==> config.mk <==
export PLATFORM = sky130hd
export DESIGN_NAME = qe_result_serializer_flat
export DESIGN_NICKNAME = d
export VERILOG_FILES = /design/src/rtl/qe_pkg.sv /design/src/rtl/qe_result_serializer_if.sv /design/src/rtl/qe_sync_fifo.sv /design/src/rtl/qe_result_serializer.sv /design/src/flat_wrapper.sv
export SDC_FILE = /design/constraint.sdc
export NUM_CORES = 1
export LEC_CHECK = 0
export CAP_MARGIN = 15
export CORE_ASPECT_RATIO = 1.4
export CORE_UTILIZATION = 45
export DETAILED_ROUTE_END_ITERATION = 8
export DONT_BUFFER_PORTS = 1
export HOLD_SLACK_MARGIN = 0.02
export SYNTH_ARGS = -nofsm -noshare
export SYNTH_HDL_FRONTEND = slang
export SYNTH_SLANG_ARGS = --single-unit
==> constraint.sdc <==
create_clock -name clk -period 5.9 [get_ports clk]
set_input_delay 1.475 -clock clk [delete_from_list [all_inputs] [get_ports clk]]
set_output_delay 1.475 -clock clk [all_outputs]
set_load 0.02 [all_outputs]
==> src/rtl/qe_pkg.sv <==
// Shared widths and FSM encoding for the QE_M result serializer.
package qe_pkg;
    localparam int RESULT_W = 16;
    localparam int BYTE_W   = 8;

    typedef enum logic [1:0] {
        ST_IDLE = 2'd0,
        ST_HI   = 2'd1,
        ST_LO   = 2'd2
    } state_t;
endpackage

==> src/rtl/qe_result_serializer_if.sv <==
// Result-in / byte-out bus between QE_M, the serializer and the byte consumer.
interface qe_result_serializer_if;
    import qe_pkg::*;

    logic                in_valid;
    logic [RESULT_W-1:0] in_result;
    logic                out_valid;
    logic                out_ready;
    logic [BYTE_W-1:0]   out_data;
    logic                out_first;

    // master: the surrounding system (producer and consumer); slave: the serializer
    modport master (output in_valid, in_result, out_ready,
                    input  out_valid, out_data, out_first);
    modport slave  (input  in_valid, in_result, out_ready,
                    output out_valid, out_data, out_first);
endinterface

==> src/rtl/qe_sync_fifo.sv <==
// Single-clock FIFO with a count-based full flag and a combinational head read.
module qe_sync_fifo #(
    parameter int DEPTH = 8,
    parameter int W     = 16
) (
    input  logic                     clk,
    input  logic                     reset,
    input  logic                     push,
    input  logic                     pop,
    input  logic [W-1:0]             wdata,
    output logic [W-1:0]             rdata,
    output logic [$clog2(DEPTH):0]   count,
    output logic                     full,
    output logic                     empty
);
    localparam int AW = $clog2(DEPTH);
    localparam int CW = AW + 1;

    logic [W-1:0]  mem [DEPTH];
    logic [AW-1:0] wr_ptr;
    logic [AW-1:0] rd_ptr;

    // Pointers wrap naturally because DEPTH is a power of two.
    always_ff @(posedge clk or negedge reset) begin
        if (!reset) begin
            wr_ptr <= '0;
            rd_ptr <= '0;
            count  <= '0;
        end else begin
            if (push) wr_ptr <= wr_ptr + 1'b1;
            if (pop)  rd_ptr <= rd_ptr + 1'b1;
            case ({push, pop})
                2'b10:   count <= count + 1'b1;
                2'b01:   count <= count - 1'b1;
                default: count <= count;
            endcase
        end
    end

    always_ff @(posedge clk) begin
        if (push) mem[wr_ptr] <= wdata;
    end

    assign rdata = mem[rd_ptr];
    assign full  = (count == CW'(DEPTH));
    assign empty = (count == '0);
endmodule

==> src/rtl/qe_result_serializer.sv <==
// Buffers QE_M results and streams each one as two bytes, MSB first, with drop-on-full.
module qe_result_serializer
    import qe_pkg::*;
#(
    parameter int DEPTH = 8
) (
    input  logic                   clk,
    input  logic                   reset,
    qe_result_serializer_if.slave  bus,
    output logic [$clog2(DEPTH):0] count,
    output logic                   overflow,
    input  logic                   clr_ovf
);
    localparam int CW = $clog2(DEPTH) + 1;

    state_t              state;
    logic [RESULT_W-1:0] head;
    logic                full;
    logic                empty;
    logic                pop;
    logic                accept;
    logic                more;
    logic                valid_q;
    logic                first_q;
    logic [BYTE_W-1:0]   byte_d;

    // A full FIFO still accepts when the head leaves on the same edge.
    assign pop    = (state == ST_LO) && bus.out_ready;
    assign accept = bus.in_valid && (!full || pop);
    assign more   = (count > CW'(1)) || accept;

    qe_sync_fifo #(.DEPTH(DEPTH), .W(RESULT_W)) u_fifo (
        .clk   (clk),
        .reset (reset),
        .push  (accept),
        .pop   (pop),
        .wdata (bus.in_result),
        .rdata (head),
        .count (count),
        .full  (full),
        .empty (empty)
    );

    always_ff @(posedge clk or negedge reset) begin
        if (!reset) begin
            state    <= ST_IDLE;
            valid_q  <= 1'b0;
            first_q  <= 1'b0;
            overflow <= 1'b0;
        end else begin
            if (bus.in_valid && !accept) overflow <= 1'b1;
            else if (clr_ovf)            overflow <= 1'b0;

            case (state)
                ST_IDLE: if (!empty) begin
                    state   <= ST_HI;
                    valid_q <= 1'b1;
                    first_q <= 1'b1;
                end
                ST_HI: if (bus.out_ready) begin
                    state   <= ST_LO;
                    first_q <= 1'b0;
                end
                ST_LO: if (bus.out_ready) begin
                    if (more) begin
                        state   <= ST_HI;
                        first_q <= 1'b1;
                    end else begin
                        state   <= ST_IDLE;
                        valid_q <= 1'b0;
                    end
                end
                default: begin
                    state   <= ST_IDLE;
                    valid_q <= 1'b0;
                    first_q <= 1'b0;
                end
            endcase
        end
    end

    // The head only moves on an LSB transfer, so the byte is stable under backpressure.
    always_comb begin
        byte_d = '0;
        case (state)
            ST_HI:   byte_d = head[RESULT_W-1:BYTE_W];
            ST_LO:   byte_d = head[BYTE_W-1:0];
            default: byte_d = '0;
        endcase
    end

    assign bus.out_valid = valid_q;
    assign bus.out_first = first_q;
    assign bus.out_data  = byte_d;
endmodule

==> src/flat_wrapper.sv <==
// flat-port wrapper written by rule: the top's interface ports become plain ports
module qe_result_serializer_flat import qe_pkg::*;
#(
    parameter int DEPTH = 8
)
  (clk, reset, count, overflow, clr_ovf, bus_in_valid, bus_in_result, bus_out_ready, bus_out_valid, bus_out_data, bus_out_first);
  qe_result_serializer_if bus_i ();
  input  logic clk;
  input  logic reset;
  output logic [$clog2(DEPTH):0] count;
  output logic overflow;
  input  logic clr_ovf;
  input wire logic [$bits(bus_i.in_valid)-1:0] bus_in_valid;
  input wire logic [$bits(bus_i.in_result)-1:0] bus_in_result;
  input wire logic [$bits(bus_i.out_ready)-1:0] bus_out_ready;
  output wire logic [$bits(bus_i.out_valid)-1:0] bus_out_valid;
  output wire logic [$bits(bus_i.out_data)-1:0] bus_out_data;
  output wire logic [$bits(bus_i.out_first)-1:0] bus_out_first;
  assign bus_i.in_valid = bus_in_valid;
  assign bus_i.in_result = bus_in_result;
  assign bus_i.out_ready = bus_out_ready;
  assign bus_out_valid = bus_i.out_valid;
  assign bus_out_data = bus_i.out_data;
  assign bus_out_first = bus_i.out_first;
  qe_result_serializer #(.DEPTH(DEPTH)) u_core (.clk(clk), .reset(reset), .bus(bus_i), .count(count), .overflow(overflow), .clr_ovf(clr_ovf));
endmodule
==> results of run 1 <==
[stage by stage]
stage / power (mW) / util (%) / cells / hold WS (ps) / setup slack (ps)
after floorplan: 2.15 / - / 320 / 480 / 2360
after global placement: 2.33 / 47.4 / 473 / 502 / 2060
after detailed placement: 2.35 / 47.4 / 473 / 508 / 2050
after CTS: 3.46 / 52.3 / 504 / 518 / 1600
after global routing: 3.58 / 52.3 / 504 / 544 / 1520
final: 3.42 / 52.3 / 504 / 516 / 1630
[state kept, by name (all words and copies together) (netlist names)]
register	count
u_core.u_fifo.count	4
u_core.bus.out_valid	1
u_core.bus.out_first	1
u_core.state	2
u_core.overflow	1
u_core.u_fifo.mem	128
u_core.u_fifo.rd_ptr	3
u_core.u_fifo.wr_ptr	3
[path summary, 6_finish.rpt]
kind | end | from | slack (ps) | depth (start not counted)
worst max-delay path | bus_out_data[3] | u_core.u_fifo.rd_ptr[0] | 1630 | 4
min in group asynchronous | u_core.u_fifo.rd_ptr[1] | reset | 750 | 0
worst min register to register | u_core.u_fifo.wr_ptr[0] | u_core.u_fifo.wr_ptr[0] | 520 | 1
max in group asynchronous | u_core.u_fifo.rd_ptr[0] | reset | 5070 | 0
worst min-delay path | u_core.u_fifo.wr_ptr[0] | u_core.u_fifo.wr_ptr[0] | 520 | 1
worst max register to register | u_core.u_fifo.mem[3][12] | u_core.u_fifo.count[0] | 3540 | 7
[layout make-up]
class	count	area [um2]
clock buffers	18	429
well taps	153	191
flip-flops and latches	143	4220
fillers	1004	6090
clock inverters	13	190
inverters	7	26.3
repair buffers	12	90.1
multi-input cells	158	1520
[where the power goes]
group          switching [mW]  leakage (nW)  internal [mW]  total (mW)
Clock                   0.395         0.290          0.706        1.10
Combinational           0.485         0.693          0.366       0.851
Sequential              0.174          1.34           1.30        1.47
Total                    1.05          2.32           2.37        3.42
[cell usage after synthesis, types with 2 or more instances]
cell and n:
mux4_2 10, xor2_1 2, a221oi_1 7, buf_2 6, mux2i_1 24, xnor2_1 4
ha_1 10, nand3_1 5, nand3b_1 2, nor3_1 3, o21ai_0 5, edfxtp_1 128
buf_12 2, nand2b_1 3, o21ai_1 8, mux2_2 7, o22ai_1 2, o221ai_1 5
nor2_1 9, buf_6 2, dfrtp_1 15, nor2b_1 2, inv_1 7, mux4_1 9
and2_1 2, nand2_1 17, a21oi_1 9
[kinds of logic (layout without fill, tap and decap cells)]
logic type	count (synthesis)	in the layout	synth area share, %
AO/OA/AOI/OAI	46	46	5.48
XOR/XNOR	6	6	0.896
adder cells (fa/ha/maj)	10	10	2.13
buffers and inverters	19	50	2.35
flip-flops	143	143	72.0
multiplexers	51	51	13.5
AND/OR/NAND/NOR	45	45	3.67
[layer usage]
metal,GRT usage [%],vias to the layer above
li1,-,1321
met1,20.6,1484
met2,29.1,82
met3,5.72,21
met4,8.04,0
met5,0,-
[placed cells by master, fill, tap and decap left out, types with 8 or more instances in the layout]
| master | Yosys | layout |
|---|---|---|
| a21oi_1 | 9 | 9 |
| buf_4 | 0 | 12 |
| clkbuf_16 | 0 | 17 |
| dfrtp_1 | 15 | 14 |
| edfxtp_1 | 128 | 128 |
| ha_1 | 10 | 10 |
| mux2i_1 | 24 | 24 |
| mux4_1 | 9 | 9 |
| mux4_2 | 10 | 10 |
| nand2_1 | 17 | 17 |
| nor2_1 | 9 | 9 |
| o21ai_1 | 8 | 8 |
==> flow_metrics.env, run 1 <==
export IMPL_finalSetupViolCount=0
export IMPL_outcome="finished with violations"
export IMPL_yosysTopAreaCellShare_pct=65.6
export IMPL_ios=36
export IMPL_cts_sinks=143
export IMPL_avgSynthCellArea_um2=18.3
export IMPL_crit_path_max_fanout=35
export IMPL_routed_top_layer="met4"
export IMPL_design_area_mm2=0.00666
export IMPL_cts_setup_buffers=0
export IMPL_yosysWarningCount=0
export IMPL_drive_gt1_share_pct=18.2
export IMPL_powerDensity_mw_per_mm2=513
export IMPL_finClkSkew_ps=9.73
export IMPL_syn_nets=351
export IMPL_io_buffers=0
export IMPL_report_final_slew_viol_count=0
export IMPL_drt_total_wl_um=10800
export IMPL_yosys_area_top_type="edfxtp_1"
export IMPL_syn_inst=320
export IMPL_routed_via_density=5.77
export IMPL_critPathLaunchType="flop"
export IMPL_ys_top_cells_by_area="edfxtp_1, dfrtp_1, mux2i_1"
export IMPL_tns_ps=0
export IMPL_die_h_um=137
export IMPL_critPathSlowestCell="dfrtp_2"
export IMPL_ys_types=42
export IMPL_synth_flop_cell="edfxtp_1"
export IMPL_dp_hpwl_um=6530
export IMPL_cp_cell_sequence="buf_4 > mux4_2 > o221ai_1 > nand2_1"
export IMPL_wl_met2_um=5470
export IMPL_initial_core_util_pct=46.0
export IMPL_first_pass_iters=8
export IMPL_leakagePower_nw=2.32
export IMPL_post_cts_resize_count=0
export IMPL_fp_coreArea_mm2=0.0128
export IMPL_ys_ff_latch=143
export IMPL_vdd_ir_drop_worst_uv=232
export IMPL_tightest_slew_ps=1050
export IMPL_die_w_um=98.5
export IMPL_gp_congestion=0.716
export IMPL_grt_pass1_vias=2952
export IMPL_antenna_found_initial=0
export IMPL_cts_root_buf="clkbuf_16"
export IMPL_cp_data_required_time_ps=4430
export IMPL_cap_violations=0
export IMPL_relSlewSlack_pct=30.2
export IMPL_placed_area_mm2=0.00604
export IMPL_setup_worst_path_end_class="output pin"
export IMPL_route_detailed_drc=4
export IMPL_cts_tree="built"
export IMPL_netlist_area_mm2=0.00586
export IMPL_fin_nets=370
export IMPL_crit_family="flip-flops"
export IMPL_report_final_hold_viol_count=0
export IMPL_violations="DRC"
export IMPL_initialDrtViolationCount=125
export IMPL_ys_seq_area_share_pct=72.0
export IMPL_worstPathArrival_ps=2800
export IMPL_grt_pass1_wl_um=16700
export IMPL_postCtsHoldBufs=0
export IMPL_htree_levels=4
export IMPL_path_class="reg2out"
export IMPL_ant_nets=0
export IMPL_met1_length_um=4480
export IMPL_period_share_pct=72.4
export IMPL_grtUsageTotal_pct=17.5
export IMPL_route_met3_wl_um=592
export IMPL_synthToLayoutAreaGrowth_pct=13.7
export IMPL_wire_per_inst_um=21.5
export IMPL_cts_buffers=17
export IMPL_clkTransAtPathRegs_ps=60
export IMPL_rsz0062_at_grt="false"
export IMPL_max_stage_delay_ps=1060
export IMPL_clock_path_buffers=2
export IMPL_rows=49
export IMPL_vias=2908
export IMPL_clock_latency_ps=420
export IMPL_grt_start_max_net_pins=36
export IMPL_hp_class="reg2reg"
export IMPL_max_freq_mhz=234
export IMPL_synth_async_sr_flop_share_pct=10.5
export IMPL_layout_min_cycle_time_ps=4270
export IMPL_timing_critical_path_buf_inv=1
export IMPL_dieArea_mm2=0.0135
export IMPL_synth_edf_count=128
export IMPL_grt_remaining_overflow=0
export IMPL_antenna_cells=0
Note: power is estimated with default switching activity, not from simulation.
==> run 2, diff against run 1 <==
--- a/config.mk
+++ b/config.mk
@@ -5,6 +5,7 @@
 export SDC_FILE = /design/constraint.sdc
 export NUM_CORES = 1
 export LEC_CHECK = 0
+export ABC_AREA = 1
 export CAP_MARGIN = 15
 export CORE_ASPECT_RATIO = 1.4
 export CORE_UTILIZATION = 45
==> constraint.sdc (replaced) <==
create_clock -name clk -period 4.4 [get_ports clk]
set_input_delay 1.1 -clock clk [delete_from_list [all_inputs] [get_ports clk]]
set_output_delay 1.1 -clock clk [all_outputs]
set_load 0.02 [all_outputs]
==> flow_metrics.env, run 2 <==
export IMPL_power_mw=4.92
export IMPL_first_pass_iters=4
export IMPL_clkTransAtPathRegs_ps=60
export IMPL_pwr_share_clk_pct=29.4
export IMPL_fillers=1230
export IMPL_synth_async_sr_flop_share_pct=10.5
export IMPL_path_class="reg2out"
export IMPL_powerDensity_mw_per_mm2=688
export IMPL_intPower_mw=3.08
export IMPL_drive_gt1_share_pct=10.0
export IMPL_layout_common_cells="nand2_1, edfxtp_1, nand3_1"
export IMPL_die_w_um=102
export IMPL_leakagePower_nw=3.01
export IMPL_routed_via_density=5.06
export IMPL_report_final_slew_viol_count=0
export IMPL_rows=51
export IMPL_rsz0062_at_grt="false"
export IMPL_io_buffers=0
export IMPL_ant_nets=0
export IMPL_grt_pass1_vias=4147
export IMPL_initial_core_util_pct=45.9
export IMPL_swShare_pct=37.5
export IMPL_grt_start_max_net_pins=66
export IMPL_outcome="finished, final reports clean"
export IMPL_finalSetupViolCount=0
export IMPL_die_h_um=143
export IMPL_syn_nets=651
export IMPL_yosysWarningCount=0
export IMPL_cts_setup_buffers=0
export IMPL_ys_ff_latch=143
export IMPL_ys_seq_area_share_pct=66.4
export IMPL_finClkSkew_ps=12.7
export IMPL_largest_register="u_core.u_fifo.mem"
export IMPL_layout_min_cycle_time_ps=3730
export IMPL_clock_latency_ps=420
export IMPL_grt_remaining_overflow=0
export IMPL_p_comb_share_pct=32.1
export IMPL_fp_coreArea_mm2=0.0138
export IMPL_setup_worst_path_end_class="output pin"
export IMPL_vdd_ir_drop_worst_uv=439
export IMPL_cts_root_buf="clkbuf_16"
export IMPL_cap_violations=0
export IMPL_synth_edf_count=128
export IMPL_multi_input_area_mm2=0.00168
export IMPL_route_detailed_drc=0
export IMPL_top_regs="u_core.u_fifo.mem: 128 flops, u_core.u_fifo.count: 4 flops"
export IMPL_crit_path_max_fanout=17
export IMPL_ys_top_cells_by_area="edfxtp_1, nand2_1, nand3_1"
export IMPL_critPathLaunchType="flop"
export IMPL_max_freq_mhz=268
export IMPL_post_cts_resize_count=0
export IMPL_syn_inst=620
export IMPL_netlist_area_mm2=0.00635
export IMPL_gp_congestion=0.779
export IMPL_regArea_mm2=0.00422
export IMPL_cts_tree="built"
export IMPL_hp_class="in2async"
export IMPL_tightest_slew_ps=828
export IMPL_synth_common_cells="nand2_1, edfxtp_1, nand3_1"
export IMPL_avgSynthCellArea_um2=10.2
export IMPL_power_frac_seq_pct=38.5
export IMPL_p_sw_mw=1.84
export IMPL_antenna_cells=0
export IMPL_htree_levels=4
export IMPL_antenna_found_initial=0
export IMPL_relSlewSlack_pct=44.8
export IMPL_report_final_hold_viol_count=0
export IMPL_cts_sinks=143
export IMPL_cp_data_required_time_ps=3300
export IMPL_fin_nets=657
export IMPL_rrSetupSlack_ps=1290
export IMPL_initialDrtViolationCount=182
export IMPL_drt_total_wl_um=14000
export IMPL_postCtsHoldBufs=0
export IMPL_wire_per_inst_um=17.0
export IMPL_grtUsageTotal_pct=21.2
export IMPL_layout_commonest_cell="nand2_1"
export IMPL_tns_ps=0
export IMPL_period_share_pct=84.8
export IMPL_yosysTopAreaCellShare_pct=60.5
export IMPL_dp_hpwl_um=8600
export IMPL_yosysMostFrequentCell="nand2_1"
export IMPL_yosys_area_top_type="edfxtp_1"
export IMPL_largest_reg_flops=128
export IMPL_worstPathArrival_ps=2630
export IMPL_ios=36
export IMPL_dieArea_mm2=0.0146
export IMPL_synthToLayoutAreaGrowth_pct=12.5
export IMPL_synth_flop_cell="edfxtp_1"
export IMPL_ys_types=25
export IMPL_grt_pass1_wl_um=21900
export IMPL_clock_path_buffers=2
export IMPL_vias=4173
export IMPL_cts_buffers=17
==> run 2: path summary, 6_finish.rpt <==
path / startpoint / end / depth (start not counted)
min in group clk: u_core.u_fifo.wr_ptr[0] / u_core.u_fifo.wr_ptr[0] / 2
min reg2reg: u_core.u_fifo.wr_ptr[0] / u_core.u_fifo.wr_ptr[0] / 2
max: u_core.u_fifo.rd_ptr[2] / bus_out_data[4] / 4
max reg2reg: u_core.state[0] / u_core.u_fifo.mem[2][1] / 8
max in group asynchronous: reset / u_core.u_fifo.rd_ptr[0] / 0
min: reset / u_core.state[1] / 0
==> run 2: worst max-delay path, stage by stage (launching register included) <==
cell and delay [ps]:
dfrtp_1 880, inv_2 410, nand3_1 200, nand3_1 200, a21oi_1 510
==> run 2: cells by family (layout without fill, tap and decap cells) <==
logic type               after synthesis  after routing  synth area share (%)
flip-flops                           143            143                  66.4
buffers and inverters                110            129                  7.52
XOR/XNOR                               5              5                 0.689
adder cells (fa/ha/maj)               10             10                  1.97
AO/OA/AOI/OAI                         19             19                  1.56
AND/OR/NAND/NOR                      333            333                  21.9
==> run 2: power groups by stage <==
stage	clock network (mW)	registers (mW)	logic [mW]
3_5_place_dp	0	1.92	1.59
2_1_floorplan	0	1.86	1.24
5_1_grt	1.52	1.92	1.78
3_3_place_gp	0	1.91	1.55
6_report	1.45	1.89	1.58
4_1_cts	1.46	1.89	1.60
==> run 2: cell type report <==
type | count | share of cell area (%)
Tap cell | 185 | 3.24
Timing Repair Buffer | 13 | 1.37
Clock inverter | 14 | 2.31
Sequential cell | 143 | 59.1
Inverter | 84 | 4.41
Multi-Input combinational cell | 367 | 23.5
Clock buffer | 18 | 6.15
==> run 2: routing by layer <==
layer,wire (um),track usage [%],vias to the layer above
li1,-,-,2027
met1,5580,25.1,2009
met2,7370,35.3,114
met3,764,5.21,23
met4,310,11.1,0
met5,0,0,-
==> run 2: per-stage QoR <==
step / util [%] / area (um2) / setup slack, ps / cells / hold WS, ps
after floorplan: - / 6350 / 1700 / 620 / 499
after detailed placement: 47.2 / 6540 / 1110 / 792 / 536
after global routing: 51.6 / 7150 / 603 / 824 / 349
after global placement: 47.2 / 6540 / 1120 / 792 / 520
after CTS: 51.6 / 7150 / 644 / 824 / 355
final: 51.6 / 7150 / 667 / 824 / 363
==> run 3, diff against run 2 <==
==> constraint.sdc (replaced) <==
create_clock -name clk -period 3.79 [get_ports clk]
set_input_delay 0.9475 -clock clk [delete_from_list [all_inputs] [get_ports clk]]
set_output_delay 0.9475 -clock clk [all_outputs]
set_load 0.02 [all_outputs]
==> flow_metrics.env, run 3 (same netlist as run 2, synthesis figures left out) <==
export IMPL_regArea_mm2=0.00422
export IMPL_io_buffers=0
export IMPL_report_final_hold_viol_count=0
export IMPL_vias=4307
export IMPL_final_cells=829
export IMPL_cts_tree="built"
export IMPL_critPathSlowestCell="buf_4"
export IMPL_r2r_end="u_core.u_fifo.mem[7][5]"
export IMPL_timing_hold_ws_ps=225
export IMPL_htree_levels=4
export IMPL_cts_root_buf="clkbuf_16"
export IMPL_drt_total_wl_um=14800
export IMPL_ios=36
export IMPL_critPathLaunchType="flop"
export IMPL_max_freq_mhz=307
export IMPL_synthToLayoutAreaGrowth_pct=12.8
export IMPL_fillers=1245
export IMPL_cts_buffers=17
export IMPL_gp_congestion=0.849
export IMPL_die_h_um=143
export IMPL_dp_hpwl_um=9400
export IMPL_clock_path_buffers=2
export IMPL_layout_min_cycle_time_ps=3260
export IMPL_crit_path_max_fanout=65
export IMPL_max_stage_delay_ps=570
export IMPL_setup_worst_path_end_class="output pin"
export IMPL_worstPathArrival_ps=2310
export IMPL_fp_coreArea_mm2=0.0138
export IMPL_crit_family="buffers and inverters"
export IMPL_cts_setup_buffers=0
export IMPL_post_cts_resize_count=0
export IMPL_clock_latency_ps=410
export IMPL_initialDrtViolationCount=250
export IMPL_tns_ps=0
export IMPL_grtUsageTotal_pct=22.2
export IMPL_use_met2_pct=36.5
export IMPL_reg2reg_from="u_core.state[0]"
export IMPL_grt_pass1_wl_um=23100
export IMPL_antenna_found_initial=0
export IMPL_finClkSkew_ps=7.82
export IMPL_drive_gt1_share_pct=9.94
export IMPL_relSlewSlack_pct=31.2
export IMPL_wire_per_inst_um=17.9
export IMPL_rrSetupSlack_ps=750
export IMPL_crit_top_cell="nand2_1"
export IMPL_routed_via_density=5.20
export IMPL_use_met1_pct=26.4
export IMPL_ff2ff_path_depth=8
export IMPL_top_regs="u_core.u_fifo.mem: 128 flops, u_core.u_fifo.count: 4 flops"
export IMPL_antenna_cells=0
export IMPL_endpoint="bus_out_data[4]"
export IMPL_power_mw=5.77
export IMPL_top_usage_layer="met2"
export IMPL_cap_violations=0
export IMPL_ant_nets=0
export IMPL_die_w_um=102
export IMPL_multi_input_area_mm2=0.00168
export IMPL_largest_register="u_core.u_fifo.mem"
export IMPL_leakagePower_nw=3.05
export IMPL_dp_cells=797
export IMPL_grt_remaining_overflow=0
export IMPL_critPathLaunch="u_core.u_fifo.rd_ptr[0]"
export IMPL_vdd_ir_drop_worst_uv=443
export IMPL_clkTransAtPathRegs_ps=60
export IMPL_cp_num_cells=8
export IMPL_dpl_worst_slack_ps=691
export IMPL_rows=51
export IMPL_first_pass_iters=5
export IMPL_tightest_slew_ps=1030
export IMPL_initial_core_util_pct=45.9
export IMPL_worst_slack_ps=530
export IMPL_layout_common_cells="nand2_1, edfxtp_1, nand3_1"
export IMPL_path_class="reg2out"
export IMPL_powerDensity_mw_per_mm2=806
export IMPL_grt_pass1_vias=4330
export IMPL_cp_cell_sequence="buf_4 > nand2_1 > nand2_1 > nand2_1 > nand3_1 > nand3_1 > a21oi_1 > buf_4"
export IMPL_period_share_pct=86.0
export IMPL_grt_start_max_net_pins=66
export IMPL_layout_commonest_cell="nand2_1"
export IMPL_route_detailed_drc=0
export IMPL_postCtsHoldBufs=0
export IMPL_report_final_slew_viol_count=0
export IMPL_timing_critical_path_buf_inv=2
export IMPL_met3_usage_pct=5.75
export IMPL_rsz0062_at_grt="false"
export IMPL_finalSetupViolCount=0
export IMPL_fin_nets=662
export IMPL_outcome="finished, final reports clean"
export IMPL_hp_class="in2async"
export IMPL_dieArea_mm2=0.0146
export IMPL_cp_data_required_time_ps=2840
export IMPL_cts_sinks=143
export IMPL_largest_reg_flops=128
run 3: cell count changes in the layout (fill, tap and decap cells not counted), sizes merged:
cell / previous run / this run
buf: 13 / 18
clkinv: 5 / 10
clkinvlp: 5 / 0
run 3: area by class of cell:
cell class / count / share of cell area, %
clock inverters: 14 / 2.06
well taps: 185 / 3.23
multi-input cells: 367 / 23.4
flip-flops and latches: 143 / 58.9
clock buffers: 18 / 5.99
repair buffers: 18 / 2.06
inverters: 84 / 4.40
run 3: power breakdown:
part | leakage, nW | internal (mW) | switching (mW)
clock | 0.288 | 1.02 | 0.617
combinational | 1.42 | 0.594 | 1.36
sequential | 1.34 | 2.00 | 0.177
total | 3.05 | 3.62 | 2.16
run 3: layer usage:
metal | vias to the layer above | wire [um]
li1 | 2041 | -
met1 | 2104 | 5890
met2 | 129 | 7590
met3 | 33 | 786
met4 | 0 | 537
met5 | - | 0
run 3: how the worst min path moves through the flow:
stage	startpoint	end	cells after the start
final	reset	u_core.bus.out_valid	0
after global routing	reset	u_core.u_fifo.count[1]	0
after CTS	reset	u_core.u_fifo.rd_ptr[0]	0
after detailed placement	u_core.u_fifo.wr_ptr[0]	u_core.u_fifo.wr_ptr[0]	2
after global placement	u_core.u_fifo.wr_ptr[0]	u_core.u_fifo.wr_ptr[0]	2
after floorplan	u_core.u_fifo.wr_ptr[0]	u_core.u_fifo.wr_ptr[0]	2
run 3: per-stage QoR:
step,utilization [%],instance area (um2)
4_1_cts,51.8,7170
2_1_floorplan,-,6350
3_3_place_gp,47.6,6590
5_1_grt,51.8,7170
6_report,51.8,7170
3_5_place_dp,47.6,6590
run 3: worst reg2reg max path, stage by stage (launching register included):
cell,delay [ps]
dfrtp_1,430
inv_1,100
ha_1,590
nand2_2,210
nand3_2,160
nand2_2,90
inv_1,100
nand2_1,160
nor2_2,820
